**config.mk**
```make
export PLATFORM = sky130hd
export DESIGN_NAME = score_keeper
export DESIGN_NICKNAME = d
export VERILOG_FILES = /design/src/rtl/score_keeper.sv
export SDC_FILE = /design/constraint.sdc
export NUM_CORES = 1
export LEC_CHECK = 0
export CORE_MARGIN = 2
export CORE_UTILIZATION = 54
export DETAILED_ROUTE_END_ITERATION = 10
export GPL_TIMING_DRIVEN = 0
export PLACE_DENSITY_LB_ADDON = 0.05
export SLEW_MARGIN = 20
export SYNTH_ARGS = -nofsm -noshare
export SYNTH_HDL_FRONTEND = slang
export SYNTH_SLANG_ARGS = --single-unit
```
**constraint.sdc**
```tcl
create_clock -name clk -period 4.8 [get_ports clk]
set_input_delay 0.72 -clock clk [delete_from_list [all_inputs] [get_ports clk]]
set_output_delay 0.72 -clock clk [all_outputs]
set_load 0.01 [all_outputs]
```
**src/rtl/score_keeper.sv**
```systemverilog
// Score and session high-score tracker for the Flappy Bird game.
// Counts cleared pipes during play, freezes on game over, and keeps the best score until reset.
module score_keeper #(
    parameter int MAX_SCORE = 99
) (
    input  logic       clk,
    input  logic       reset,
    input  logic       start,
    input  logic       pass_pipe,
    input  logic       game_over,
    output logic [6:0] score,
    output logic [6:0] high_score,
    output logic       active,
    output logic       new_record
);

    typedef enum logic [1:0] {
        IDLE = 2'd0,
        PLAY = 2'd1,
        OVER = 2'd2
    } state_t;

    localparam logic [6:0] SCORE_MAX = 7'(MAX_SCORE);

    state_t     state_q, state_d;
    logic [6:0] score_q, score_d;
    logic [6:0] high_q, high_d;
    logic       new_record_q, new_record_d;
    logic       active_q;
    logic       pass_prev;

    // The limit is tested before adding so the 7-bit count can never wrap.
    function automatic logic [6:0] sat_inc(input logic [6:0] val);
        if (val >= SCORE_MAX) begin
            return SCORE_MAX;
        end
        return val + 7'd1;
    endfunction

    always_comb begin
        state_d      = state_q;
        score_d      = score_q;
        high_d       = high_q;
        new_record_d = new_record_q;
        case (state_q)
            IDLE: begin
                if (start) begin
                    state_d = PLAY;
                    score_d = 7'd0;
                end
            end
            PLAY: begin
                if (game_over) begin
                    state_d      = OVER;
                    high_d       = (score_q > high_q) ? score_q : high_q;
                    new_record_d = (score_q > high_q);
                end else if (pass_pipe && !pass_prev) begin
                    score_d = sat_inc(score_q);
                end
            end
            OVER: begin
                if (start) begin
                    state_d      = PLAY;
                    score_d      = 7'd0;
                    new_record_d = 1'b0;
                end
            end
            default: begin
                state_d = IDLE;
            end
        endcase
    end

    always_ff @(posedge clk) begin
        if (reset) begin
            state_q      <= IDLE;
            score_q      <= 7'd0;
            high_q       <= 7'd0;
            new_record_q <= 1'b0;
            active_q     <= 1'b0;
            pass_prev    <= 1'b0;
        end else begin
            state_q      <= state_d;
            score_q      <= score_d;
            high_q       <= high_d;
            new_record_q <= new_record_d;
            active_q     <= (state_d == PLAY);
            pass_prev    <= pass_pipe;
        end
    end

    assign score      = score_q;
    assign high_score = high_q;
    assign active     = active_q;
    assign new_record = new_record_q;

endmodule

```
Word-level counts from Yosys, hierarchy flattened. Index checks and enable logic that the tools add are counted.

Output and inout bits: 16. Flip-flop bits (word level): 19. Word-level logic and storage cells: 42.

$lt $le $gt $ge: 2. Mux-type cells: 16. $add $sub $neg: 1. Reduce and logical (&&, ||, !) cells: 9. Eq/ne operators: 8.

Operators by type and width (number): $mux 7 (5); $pmux 7 s2 (1); $ne 2x2->1 const B (4); $add 7x1->7 const B (1); $ge 7x7->1 const B (1); $gt 7x7->1 (1); $mux 1 (6); $reduce_and 3->1 (2); $eq 2x1->1 const B (2); $mux 2 (2); $pmux 2 s2 (1); $reduce_and 4->1 (1); $reduce_bool 2->1 (2); $eq 2x2->1 const B (1); $logic_not 2->1 (1); $ne 2x1->1 const B (1); $pmux 1 s2 (1); $reduce_or 2->1 (1); $logic_and 1x1->1 (1); $logic_not 1->1 (1).

Depth between registers and ports, before layout.
Word-level depth: 9. Gate-level depth with buffers: 6.

Worst setup path after synthesis. No wires, ideal clock.

Path kind: register -> register. Start: register score_q[0] (netlist: score[0]). End: register score_q[4] (netlist: score[4]). Period minus slack after synthesis: 1.848 ns. Arrival time: 1.774 ns. Setup slack: 2.952 ns. Setup time: 0.073 ns. Data required time: 4.727 ns. Stages on the path, launching flop included: 6. Path through: dfxtp_1 > ha_1 > a211o_1 > o311a_4 > or4b_4 > o211ai_2.

Word-level cells in the longest chain between the ends: 9. Elaborated cells between the ends (all ways): 10.

RTL lines: start: declaration (line 26) `logic [6:0] score_q, score_d;`; start signal: assignment (line 84) `score_q <= score_d;`; $ge 7x7->1 (line 34) `if (val >= SCORE_MAX) begin`; $mux 1 (line 34); $mux 1 (line 57) `end else if (pass_pipe && !pass_prev) begin`; $mux 1 (line 53) `if (game_over) begin`; $mux 1 (line 45) `case (state_q)`; $mux 7 (*) (line 37) `return val + 7'd1;`; $mux 7 (*) (line 57); $mux 7 (*) (line 53); $pmux 7 s2 (*) (line 45).

Mark *: on every way between the ends. The rest lies on a longest branch, timed or not. The select of a mux whose other input is x is not followed. A chain may end at the register's enable or synchronous reset.

Worst setup path after layout.
Start: register score_q[3] (netlist: score[3]). End: output port score[3].

RTL lines: end: declaration (line 11) `output logic [6:0] score,`.

No word-level cell between the ends.

==> flow_summary.toml <==
[timing]
relSlewSlack = 0.5606
hold_ws_ps = 482.4
slew_violations = 0
worst_pin_slew_ps = 648.8
max_freq_mhz = 456.7
fin_crit_ps = 2190
hold_viol_final = 0
finalSetupTns_ps = 0
fin_skew_ps = 3.552
rsz0062_at_grt = "false"
min_period_over_period = 0.4562
setup_viol = 0

[clocking]
clock_sinks = 19
cts_buffers = 3
clockBufferDepth = 2
ctsResizeCount = 0
root_buffer = "clkbuf_4"
htreeDepth = 1
insertion_delay_ps = 310
cts_hold_buf = 0
cts_setup_buffers = 0
cts_tree = "done"
clk_pin_slew_ps = 120

[worst_setup_path]
ff2ff_setup_slack_ps = 2860
slowest_delay_ps = 610
reg2reg_from = "score[0]$_SDFFE_PP0P_"
crit_path_end_kind = "output pin"
cp-start-kind = "register"
slowest_stage = "clkdlybuf4s50_1"
r2r-end = "score[3]$_SDFFE_PP0P_"
path_delay_family = "buffers and inverters"
required_ps = 4080
arrival_ps = 1470
cp_cell_sequence = "clkdlybuf4s50_1"
cp_max_fo = 9
critPathBufInv = 1
worst-setup-path-type = "reg2out"
r2r_cells = 5

[routing]
ant_nets = 0
drt_pass1_iterations = 4
drc = 0
vias = 977
wl_per_cell_um = 14.13
vias_per_cell = 5.921
drtIter0Drc = 17
wl_um = 2331

[layout]
area_growth_pct = 24.56
num-fill-cells = 143
stdcell_count = 165
diodes = 0
drive_above_1_share = 0.1000
fin_util = 0.7368
nets = 154

[place]
dp.cells = 161
hpwl_um = 1778
portBuffers = 20
gp_congestion = 0.8078

[die]
die_w_um = 48.20
initial_utilization = 0.5916
rows = 15
die_h_um = 48.20
pin_count = 21
core_sq_um = 1783
die-area_sq_um = 2323

[pwr]
power_density_nw_per_um2 = 209.7
switching_power_uw = 71.73
ir_drop_mv = 0.2263
leakage_uw = 0.0005039
seq_power_share = 0.589
combPwrFrac = 0.098
netSwitchingFraction = 0.2604
pwr-share-clk = 0.313
p_int_uw = 203.8

[logic_synthesis]
ys.warnings.count = 0
syn-cell-area_sq_um = 1055
syn_nets = 129
synth-seq-cells = 19
ys_seq_area_frac = 0.3606
syn_inst = 116
ys_types = 32
syn_area_per_cell_sq_um = 9.093

[grt]
grt_pass1_vias = 897
gr-total-overflow = 0
grt_antenna_before_repair = 0
grt_usage = 0.2412
grt_first_pass_wirelength_um = 3939
grt_max_degree = 12

[hold_path]
holdPathEnd = "new_record$_SDFFE_PP0P_"
hold-path-cell-count = 2
hold_path.class = "reg2reg"
hold_start = "new_record$_SDFFE_PP0P_"

[flow_run]
cap_violations = 0

[run_status]
status = "finished, final reports clean"
-- worst max path at each step --
stage	start	slack, ps	cells after the start	to
after floorplan	score[0]$_SDFFE_PP0P_	2950	5	score[4]$_SDFFE_PP0P_
after detailed placement	game_over	2410	5	score[5]$_SDFFE_PP0P_
after CTS	score[3]$_SDFFE_PP0P_	2630	1	score[3]
after global routing	score[3]$_SDFFE_PP0P_	2540	1	score[3]
after global placement	game_over	2460	5	score[5]$_SDFFE_PP0P_
final	score[3]$_SDFFE_PP0P_	2610	1	score[3]
-- stage by stage --
step	power [uW]	setup WS, ps	area [sq um]
2_1_floorplan	182.1	2952	1055
3_3_place_gp	191.7	2457	1286
3_5_place_dp	192.6	2409	1286
4_1_cts	275.4	2634	1314
5_1_grt	284.0	2540	1314
6_report	275.5	2610	1314
-- cells in the mapped netlist --
master	number	share of area
dfxtp_1	19	0.36
nand2_1	16	0.057
a21oi_1	8	0.038
ha_1	8	0.095
inv_1	8	0.028
mux2i_1	7	0.066
nand3_1	5	0.024
nand4_1	4	0.024
o21ai_0	4	0.019
nand2b_1	3	0.018
nand3b_1	3	0.021
nor2_1	3	0.011
nor3b_1	3	0.021
a41oi_1	2	0.017
buf_6	2	0.021
clkbuf_1	2	0.0071
o2111ai_1	2	0.017
o221ai_1	2	0.017
or3b_2	2	0.017
a211o_1	1	0.0083
a211oi_1	1	0.0071
and3_1	1	0.0059
and3_2	1	0.0071
and3b_1	1	0.0083
nor2b_1	1	0.0059
o211ai_1	1	0.0071
o211ai_2	1	0.012
o21ai_2	1	0.0083
o221a_2	1	0.011
o311a_4	1	0.020
o311ai_1	1	0.0083
or4b_4	1	0.013
-- layer usage --
metal | vias to the layer above | wire length (um) | GRT usage
li1 | 481 | - | -
met1 | 461 | 1139 | 0.3371
met2 | 28 | 1026 | 0.3632
met3 | 7 | 110 | 0.03333
met4 | 0 | 53 | 0.1189
met5 | - | 0 | 0
-- area by class of cell --
class | count | area, sq um | share of cell area
sequential | 19 | 380.4 | 0.2895
timing repair buffer | 20 | 200.2 | 0.1524
clock inverter | 1 | 5.005 | 0.003810
clock buffer | 3 | 22.52 | 0.01714
buffer | 4 | 30.03 | 0.02286
tap | 25 | 31.28 | 0.02381
multi-input combinational | 85 | 614.3 | 0.4676
inverter | 8 | 30.03 | 0.02286
-- kinds of logic (layout without fill, tap and decap cells) --
logic type / Yosys count / after routing / share of synthesized area
mux: 7 / 7 / 0.06643
flops: 19 / 19 / 0.3606
buf+inv: 12 / 36 / 0.05694
fa+ha+maj: 8 / 8 / 0.09490
compound gates: 26 / 26 / 0.1886
simple gates: 44 / 44 / 0.2325
-- cell usage in the layout, fill, tap and decap left out, drive strengths merged, types with 5 or more instances in the layout --
| master | instances |
|---|---|
| clkdlybuf4s50 | 20 |
| dfxtp | 19 |
| nand2 | 16 |
| inv | 8 |
| a21oi | 8 |
| ha | 8 |
| mux2i | 7 |
| nand3 | 5 |
| o21ai | 5 |
| clkbuf | 5 |
-- sequential cells by signal (all words and copies together), names as in the netlist --
register / flops
active: 1
pass_prev: 1
score: 7
state_q: 2
high_score: 7
new_record: 1
-- worst register-to-register path, stage by stage, from the launching register on --
cell      delay (ps)
dfxtp_1          370
ha_1             260
a211o_1          320
o311ai_1         570
nand3_1          160
o221ai_1         210
-- power by group through the flow --
stage / sequential (uW) / combinational [uW] / clock (uW)
final: 162 / 26.9 / 86.3
after global routing: 163 / 29.6 / 91.7
after CTS: 162 / 27.1 / 86.2
after detailed placement: 166 / 26.8 / 0
after global placement: 166 / 26.0 / 0
after floorplan: 166 / 16.1 / 0
Note: power is estimated with default switching activity, not from simulation.
